[config.mk]
export PLATFORM = sky130hd
export DESIGN_NAME = key_cmd_decoder
export DESIGN_NICKNAME = d
export VERILOG_FILES = /design/src/rtl/key_cmd_decoder.sv
export SDC_FILE = /design/constraint.sdc
export NUM_CORES = 1
export LEC_CHECK = 0
export ABC_CLOCK_PERIOD_IN_PS = 2150
export CORE_UTILIZATION = 49
export DETAILED_ROUTE_END_ITERATION = 12
export DONT_BUFFER_PORTS = 1
export PLACE_DENSITY = 0.7
export SLEW_MARGIN = 10
export SYNTH_ARGS = -nofsm -noshare
export SYNTH_HDL_FRONTEND = slang
export SYNTH_SLANG_ARGS = --single-unit
[constraint.sdc]
create_clock -name clk -period 2.15 [get_ports clk]
set_clock_uncertainty 0.2 [all_clocks]
set_input_delay 0.3225 -clock clk [delete_from_list [all_inputs] [get_ports clk]]
set_output_delay 0.3225 -clock clk [all_outputs]
set_load 0.03 [all_outputs]
[src/rtl/key_cmd_decoder.sv]
// PS/2 set-2 keyboard command decoder: turns scan-code bytes into per-player direction
// requests, start/escape pulses and a last-code display value.
module key_cmd_decoder (
    input  logic       clk,
    input  logic       reset,
    input  logic       scan_ready,
    input  logic [7:0] scan_code,
    input  logic       game_active,
    input  logic       tick,
    input  logic       load_init,
    output logic       read,
    output logic [1:0] p1_dir,
    output logic [1:0] p2_dir,
    output logic       start_pulse,
    output logic       esc_pulse,
    output logic [7:0] last_code
);

    localparam logic [1:0] DirUp    = 2'b00;
    localparam logic [1:0] DirRight = 2'b01;
    localparam logic [1:0] DirDown  = 2'b10;
    localparam logic [1:0] DirLeft  = 2'b11;

    typedef enum logic [1:0] {StIdle, StDecode, StWaitLow} state_e;

    state_e     state_q, state_d;
    logic [7:0] code_q, code_d;
    logic [7:0] last_q, last_d;
    logic       read_q, read_d;
    logic       ext_q, ext_d;
    logic       brk_q, brk_d;
    logic       start_q, start_d;
    logic       esc_q, esc_d;
    logic [1:0] p1_dir_q, p1_dir_d, p1_pend_q, p1_pend_d;
    logic [1:0] p2_dir_q, p2_dir_d, p2_pend_q, p2_pend_d;
    logic       p1_req, p2_req;
    logic [1:0] req_dir;

    always_ff @(posedge clk) begin
        if (!reset) begin
            state_q   <= StIdle;
            code_q    <= 8'h00;
            last_q    <= 8'h00;
            read_q    <= 1'b0;
            ext_q     <= 1'b0;
            brk_q     <= 1'b0;
            start_q   <= 1'b0;
            esc_q     <= 1'b0;
            p1_dir_q  <= DirRight;
            p1_pend_q <= DirRight;
            p2_dir_q  <= DirLeft;
            p2_pend_q <= DirLeft;
        end else begin
            state_q   <= state_d;
            code_q    <= code_d;
            last_q    <= last_d;
            read_q    <= read_d;
            ext_q     <= ext_d;
            brk_q     <= brk_d;
            start_q   <= start_d;
            esc_q     <= esc_d;
            p1_dir_q  <= p1_dir_d;
            p1_pend_q <= p1_pend_d;
            p2_dir_q  <= p2_dir_d;
            p2_pend_q <= p2_pend_d;
        end
    end

    always_comb begin
        state_d   = state_q;
        code_d    = code_q;
        last_d    = last_q;
        read_d    = 1'b0;
        ext_d     = ext_q;
        brk_d     = brk_q;
        start_d   = 1'b0;
        esc_d     = 1'b0;
        p1_dir_d  = p1_dir_q;
        p1_pend_d = p1_pend_q;
        p2_dir_d  = p2_dir_q;
        p2_pend_d = p2_pend_q;
        p1_req    = 1'b0;
        p2_req    = 1'b0;
        req_dir   = DirUp;

        case (state_q)
            StIdle: begin
                if (scan_ready) begin
                    code_d  = scan_code;
                    state_d = StDecode;
                end
            end
            StDecode: begin
                read_d  = 1'b1;
                state_d = StWaitLow;
            end
            StWaitLow: begin
                if (!scan_ready) state_d = StIdle;
            end
            default: state_d = StIdle;
        endcase

        // read_q marks the cycle after DECODE; effects land on the following edge.
        if (read_q) begin
            if (code_q == 8'hE0) begin
                ext_d = 1'b1;
            end else if (code_q == 8'hF0) begin
                brk_d = 1'b1;
            end else begin
                ext_d = 1'b0;
                brk_d = 1'b0;
                if (!brk_q && !ext_q) begin
                    last_d = code_q;
                    case (code_q)
                        8'h1D: begin p1_req = 1'b1; req_dir = DirUp;    end
                        8'h1B: begin p1_req = 1'b1; req_dir = DirDown;  end
                        8'h1C: begin p1_req = 1'b1; req_dir = DirLeft;  end
                        8'h23: begin p1_req = 1'b1; req_dir = DirRight; end
                        8'h29: start_d = 1'b1;
                        8'h76: esc_d = 1'b1;
                        default: ;
                    endcase
                end else if (!brk_q) begin
                    case (code_q)
                        8'h75: begin p2_req = 1'b1; req_dir = DirUp;    end
                        8'h72: begin p2_req = 1'b1; req_dir = DirDown;  end
                        8'h6B: begin p2_req = 1'b1; req_dir = DirLeft;  end
                        8'h74: begin p2_req = 1'b1; req_dir = DirRight; end
                        default: ;
                    endcase
                    if (p2_req) last_d = code_q;
                end
            end
        end

        // Reversal is judged against the committed direction, not the pending one.
        if (p1_req && game_active && (req_dir != (p1_dir_q ^ 2'b10))) p1_pend_d = req_dir;
        if (p2_req && game_active && (req_dir != (p2_dir_q ^ 2'b10))) p2_pend_d = req_dir;

        if (tick) begin
            p1_dir_d = p1_pend_q;
            p2_dir_d = p2_pend_q;
        end

        if (load_init) begin
            p1_dir_d  = DirRight;
            p1_pend_d = DirRight;
            p2_dir_d  = DirLeft;
            p2_pend_d = DirLeft;
        end
    end

    assign read        = read_q;
    assign p1_dir      = p1_dir_q;
    assign p2_dir      = p2_dir_q;
    assign start_pulse = start_q;
    assign esc_pulse   = esc_q;
    assign last_code   = last_q;

endmodule

# Yosys cells after proc, flatten, opt, wreduce, memory -nomap -nowiden
# Index checks and enable logic that the tools add are counted.
# op_classes
div	0
n_eq_ne	20
magnitude_cmp	0
n_addsub	0
multipliers	0
bitwise	7
n_reduce_logical	18
shift	0
n_mux	35
# op_table
cell	n
== test 8 x 7 -> 1 bit, second input constant	5
== test 8 x 5 -> 1 bit, second input constant	3
two-way mux 8 bit	3
two-way mux 1 bit	22
one-hot mux 2 bit (3 select lines)	3
== test 8 x 6 -> 1 bit, second input constant	2
== test 8 bit, second input constant	2
two-way mux 2 bit	7
AND reduction 2 bit	4
OR reduction 4 bit	2
inverter 1 bit	7
!= test 2 bit, second input constant	3
logical AND 1 bit	5
AND reduction 5 bit	1
OR reduction 5 bit	1
!= test 2 bit	2
== test 2 x 1 -> 1 bit, second input constant	1
== test 2 bit, second input constant	1
logical NOT 1 bit	2
logical NOT 2 bit	1
!= test 2 x 1 -> 1 bit, second input constant	1
nonzero test 2 bit	1
OR reduction 2 bit	1
# totals
elab_cells	92
latch_bits	0
reg_bits	31
rom_bits	0
out_inout_bits	15
memories	0
in_bits	14
mem_bits_rw	0

# Depth between registers and ports, before layout
# logic_depth
depth_word	15
mapped_depth	7
ltp_nobuf	6

# Least setup slack after synthesis
# Ideal clock, no wire load.
# synth_timing
path_kind	register to register
start	register code_q[1]
end	register p2_pend_q[1]
required_time_ns	1.834
t_arrival_ns	1.953
setup_slack_ns	-0.119
setup_time_ns	0.116
stages_incl_launch_ff	8
period_less_slack_ns	2.269
n_path_buf	1
cell_sequence	dfxtp_1 > buf_6 > or4b_4 > o21ai_4 > a31o_4 > nor3_1 > or4_1 > a31o_1
# synth_via
elab_chain_len	15
word_cells_on_any_way	31
cone_classes	10 x eq/ne; 18 x mux; 3 x reduce/logical
# synth_lines
element	line_no	text
from (decl)	27	logic [7:0] code_q, code_d;
from (signal assigned)	55	code_q <= code_d;
== test 8 x 7 -> 1 bit	124	case (code_q)
OR reduction 4 bit (no source line)	-	
two-way mux 1 bit	124	
two-way mux 1 bit	123	end else if (!brk_q) begin
two-way mux 1 bit	112	if (!brk_q && !ext_q) begin
two-way mux 1 bit	107	end else if (code_q == 8'hF0) begin
two-way mux 1 bit	105	if (code_q == 8'hE0) begin
two-way mux 1 bit	104	if (read_q) begin
two-way mux 1 bit	123	
two-way mux 1 bit	112	
two-way mux 1 bit	107	
two-way mux 1 bit	105	
two-way mux 1 bit	104	
logical AND 1 bit (2 in a row)	138	if (p2_req && game_active && (req_dir != (p2_dir_q ^ 2'b10))) p2_pend_d = req_dir;
to (signal assigned)	52	p2_pend_q <= DirLeft;
to (signal assigned)	65	p2_pend_q <= p2_pend_d;
to (decl)	35	logic [1:0] p2_dir_q, p2_dir_d, p2_pend_q, p2_pend_d;
# Parallel ways exist; a longest one is shown, timed or not. The select of a mux whose other input is x is not followed.
# A chain may end at the register's enable or synchronous reset.

# Worst setup path after layout
# layout_timing
start	register code_q[0]
end	register p1_pend_q[0]
# layout_via
elab_chain_len	9
word_cells_on_any_way	25
cone_classes	10 x eq/ne; 12 x mux; 3 x reduce/logical
# layout_lines
element	line_no	text
== test 8 x 7 -> 1 bit, or another cell as far along	124	
one-hot mux 2 bit (3 select lines) / OR reduction 4 bit (equally long branches)	-	
two-way mux 2 bit / two-way mux 1 bit (equally long branches)	123, 114	
two-way mux 2 bit / two-way mux 1 bit (equally long branches)	112	
two-way mux 2 bit / two-way mux 1 bit (equally long branches)	107	
two-way mux 2 bit / two-way mux 1 bit (equally long branches)	105	
two-way mux 2 bit / two-way mux 1 bit (equally long branches)	104	
!= test 2 bit / logical AND 1 bit (equally long branches)	137	if (p1_req && game_active && (req_dir != (p1_dir_q ^ 2'b10))) p1_pend_d = req_dir;
logical AND 1 bit	137	
to (signal assigned)	50	p1_pend_q <= DirRight;
to (signal assigned)	63	p1_pend_q <= p1_pend_d;
to (decl)	34	logic [1:0] p1_dir_q, p1_dir_d, p1_pend_q, p1_pend_d;
# Parallel ways exist; a longest one is shown, timed or not.

==> flow_metrics.tcl <==
set metrics [dict create \
    reg2reg_depth 7 \
    clock-sinks 31 \
    slowest_stage "or4b_4" \
    vias 1551 \
    grtUsageTotal_pct 25.6 \
    detail-route-antenna-nets 0 \
    vdd_drop_max_v 0.000414 \
    synth.area.top_cells "dfxtp_1, mux2i_1, nor2_1, clkbuf_8, a21oi_1" \
    synth.most_common_cell "dfxtp_1" \
    ys.flop_type "dfxtp_1" \
    portBuffers 0 \
    antenna_found_initial 0 \
    critPathMaxFanout 4 \
    p_per_area_nw_per_um2 549 \
    grt_max_degree 19 \
    hold_depth 2 \
    fmax_ghz 0.444 \
    grt_overflow 0 \
    worstMarginPinSlew_ns 0.524 \
    holdWs_ns 0.0188 \
    critPathTopFamily "simple AND/OR/NAND/NOR gates" \
    synth_common_cells "dfxtp_1, nor2_1, mux2i_1" \
    synthCells 184 \
    layout-area-overhead-vs-synth_pct 29.3 \
    drive_gt1_share_pct 32.5 \
    place_congestion 0.861 \
    worstPathArrival_ns 2.29 \
    path_cells "or4b_4 -> o21ai_4 -> buf_4 -> a31oi_4 -> a21oi_1 -> a32oi_1 -> and3_1" \
    worstSetupStartpointType "register" \
    hold_end "p1_pend_q[1]" \
    clock_latency_ns 0.33 \
    clockRootBuffer "clkbuf_4" \
    end_kind "register" \
    ys_ff_latch 31 \
    seq_area_um2 631 \
    clk_path_buf_depth 2 \
    ys_warn_count 0 \
    min_path_type "input pin to register" \
    max_stage_delay_ns 0.56 \
    report.final.slew_viol_count 0 \
    violations "negative setup slack" \
    p_switching_w 0.000324 \
    cts_buffers 5 \
    power.total_w 0.00121 \
    rsz0062_at_grt "true" \
    dieArea_um2 3720 \
    cp.required_ns 2.19 \
    fill_cells 285 \
    drt_iter0_markers 73 \
    reg2reg_slack_ns -0.10 \
    die_w_um 61.0 \
    post-route-period-util_pct 105 \
    finish.utilization_pct 66.1 \
    grt_pass1_vias 1483 \
    fp.coreArea_um2 3340 \
    seqPwrFrac_pct 51.6 \
    multi_input_area_um2 1020 \
    maxCapViolCount 0 \
    nNetsFinal 241 \
    syn-num-nets 198 \
    htreeDepth 2 \
    cts_tree "yes" \
    intPower_w 0.000888 \
    rr_endpoint "p1_pend_q[0]" \
    min_from "load_init" \
    pwr-share-comb_pct 15.9 \
    setup_slack_ns -0.100 \
    synthDistinctLibCells 52 \
    ys_async_sr_fraction_pct 0 \
    antenna_cells 0 \
    via_per_inst 5.66 \
    start_util_pct 51.1 \
    rr_startpoint "code_q[0]" \
    die_height_um 61.0 \
    synth_area_leader_cell "dfxtp_1" \
    switching_share_pct 26.7 \
    p_clk_share_pct 32.5 \
    dp_hpwl_um 3110 \
    dpl_worst_slack_ns -0.139 \
    path_clk_slew_ns 0.10 \
    grt_pass1_wl_um 6860 \
    firstDrtPassIters 4 \
    cellLeakagePower_nw 0.831 \
    drcViolationCount 0 \
    yosysTopAreaCellShare_pct 36.4 \
    synth_edf_count 0 \
    synth_area_um2 1710 \
    setup_viol 3 \
    pin_count 29 \
    synth_seq_area_share_pct 36.4 \
    path_buf_inv 1 \
    status "finished with violations" \
    relSlewSlack_pct 64.9 \
    finalCriticalPeriod_ns 2.25 \
    post_synth.cell_area_avg_um2 9.28 \
    fin_tns_setup_ns -0.203 \
    avgRoutedWirePerCell_um 15.5 \
    routed_wirelength_um 4250 \
    hold_viol_final 0 \
    crit_type "register to register" \
    rows 21 \
]
-- worst reg2reg max path, stage by stage, from the launching register on --
cell,delay [ns]
dfxtp_2,0.35
or4b_4,0.56
o21ai_4,0.17
buf_4,0.15
a31oi_4,0.04
a21oi_1,0.33
a32oi_1,0.15
and3_1,0.20
-- cell families (layout without fill, tap and decap cells) --
| group | count (synthesis) | in the layout | synth area share [%] |
|---|---|---|---|
| XOR/XNOR | 2 | 2 | 1.03 |
| multiplexers | 19 | 19 | 11.1 |
| AND/OR/NAND/NOR | 80 | 80 | 28.9 |
| flip-flops | 31 | 31 | 36.4 |
| buffers and inverters | 17 | 61 | 6.67 |
| AO/OA/AOI/OAI | 35 | 35 | 15.9 |
-- placed cells by master (no fill, tap or decap), types with 2 or more instances in the layout --
| cell type | count |
|---|---|
| buf_4 | 33 |
| nor2_1 | 27 |
| dfxtp_1 | 25 |
| mux2i_1 | 19 |
| dlygate4sd3_1 | 13 |
| a21oi_1 | 8 |
| nand2_1 | 7 |
| nand3_1 | 6 |
| inv_1 | 5 |
| clkbuf_4 | 5 |
| dfxtp_2 | 5 |
| nor3b_1 | 4 |
| o21ai_0 | 4 |
| and2b_2 | 3 |
| nand2b_1 | 3 |
| nand4_1 | 3 |
| and2_1 | 3 |
| and3b_1 | 2 |
| a21bo_2 | 2 |
| nand3b_1 | 2 |
| o211ai_1 | 2 |
| o2111ai_1 | 2 |
| xnor2_1 | 2 |
| nor4bb_1 | 2 |
| a32oi_1 | 2 |
| clkbuf_8 | 2 |
-- worst max-delay path by stage --
stage	startpoint	end	slack, ns	cells past startpoint
2_1_floorplan	code_q[3]	p2_pend_q[1]	-0.07	7
3_3_place_gp	code_q[6]	p1_pend_q[0]	-0.03	7
3_5_place_dp	code_q[5]	p2_pend_q[1]	-0.14	6
4_1_cts	code_q[6]	p2_pend_q[1]	-0.08	7
5_1_grt	code_q[6]	p2_pend_q[1]	-0.18	7
6_report	code_q[0]	p1_pend_q[0]	-0.10	7
-- layer usage --
metal  part of all wire [%]  vias up  GRT usage (%)
met5                      0        -              0
met1                     44      755           30.3
li1                       -      749              -
met2                     51       43           45.4
met4                   0.71        0           7.14
met3                    4.7        4           7.14
-- power by group through the flow --
stage               Sequential, W  Combinational, W  Clock (W)
finish                   0.000625          0.000192   0.000394
global route             0.000628          0.000207   0.000423
CTS                      0.000623          0.000187   0.000399
detailed placement       0.000636          0.000163          0
global placement         0.000634          0.000158          0
floorplan                0.000623          0.000121          0
-- stage by stage --
step	std cells	instance area [µm²]
5_1_grt	274	2210
4_1_cts	274	2180
6_report	274	2210
3_5_place_dp	251	1930
2_1_floorplan	184	1720
3_3_place_gp	251	1930
-- flip-flops by register name, summed over array words and instances, names as in the netlist --
| signal | cells |
|---|---|
| p2_dir | 2 |
| p1_pend_q | 2 |
| last_code | 8 |
| read | 1 |
| ext_q | 1 |
| code_q | 8 |
| state_q | 2 |
| start_pulse | 1 |
| p2_pend_q | 2 |
| brk_q | 1 |
| esc_pulse | 1 |
| p1_dir | 2 |
-- final cells by class --
cell class	count	area share [%]
Multi-Input combinational cell	136	46.3
Clock buffer	8	3.12
Timing Repair Buffer	48	18.5
Inverter	5	0.851
Tap cell	46	2.61
Sequential cell	31	28.6
-- what timing repair did --
action / 4_1_cts / 5_1_grt
setup buffers: 2 / 0
endpoints found under the setup margin: 4 / 12
hold buffers: 13 / 0
hold endpoints to repair: 16 / 0
pin swaps: 3 / 0
resized for setup: 9 / 9
Note: power is estimated with default switching activity, not from simulation.
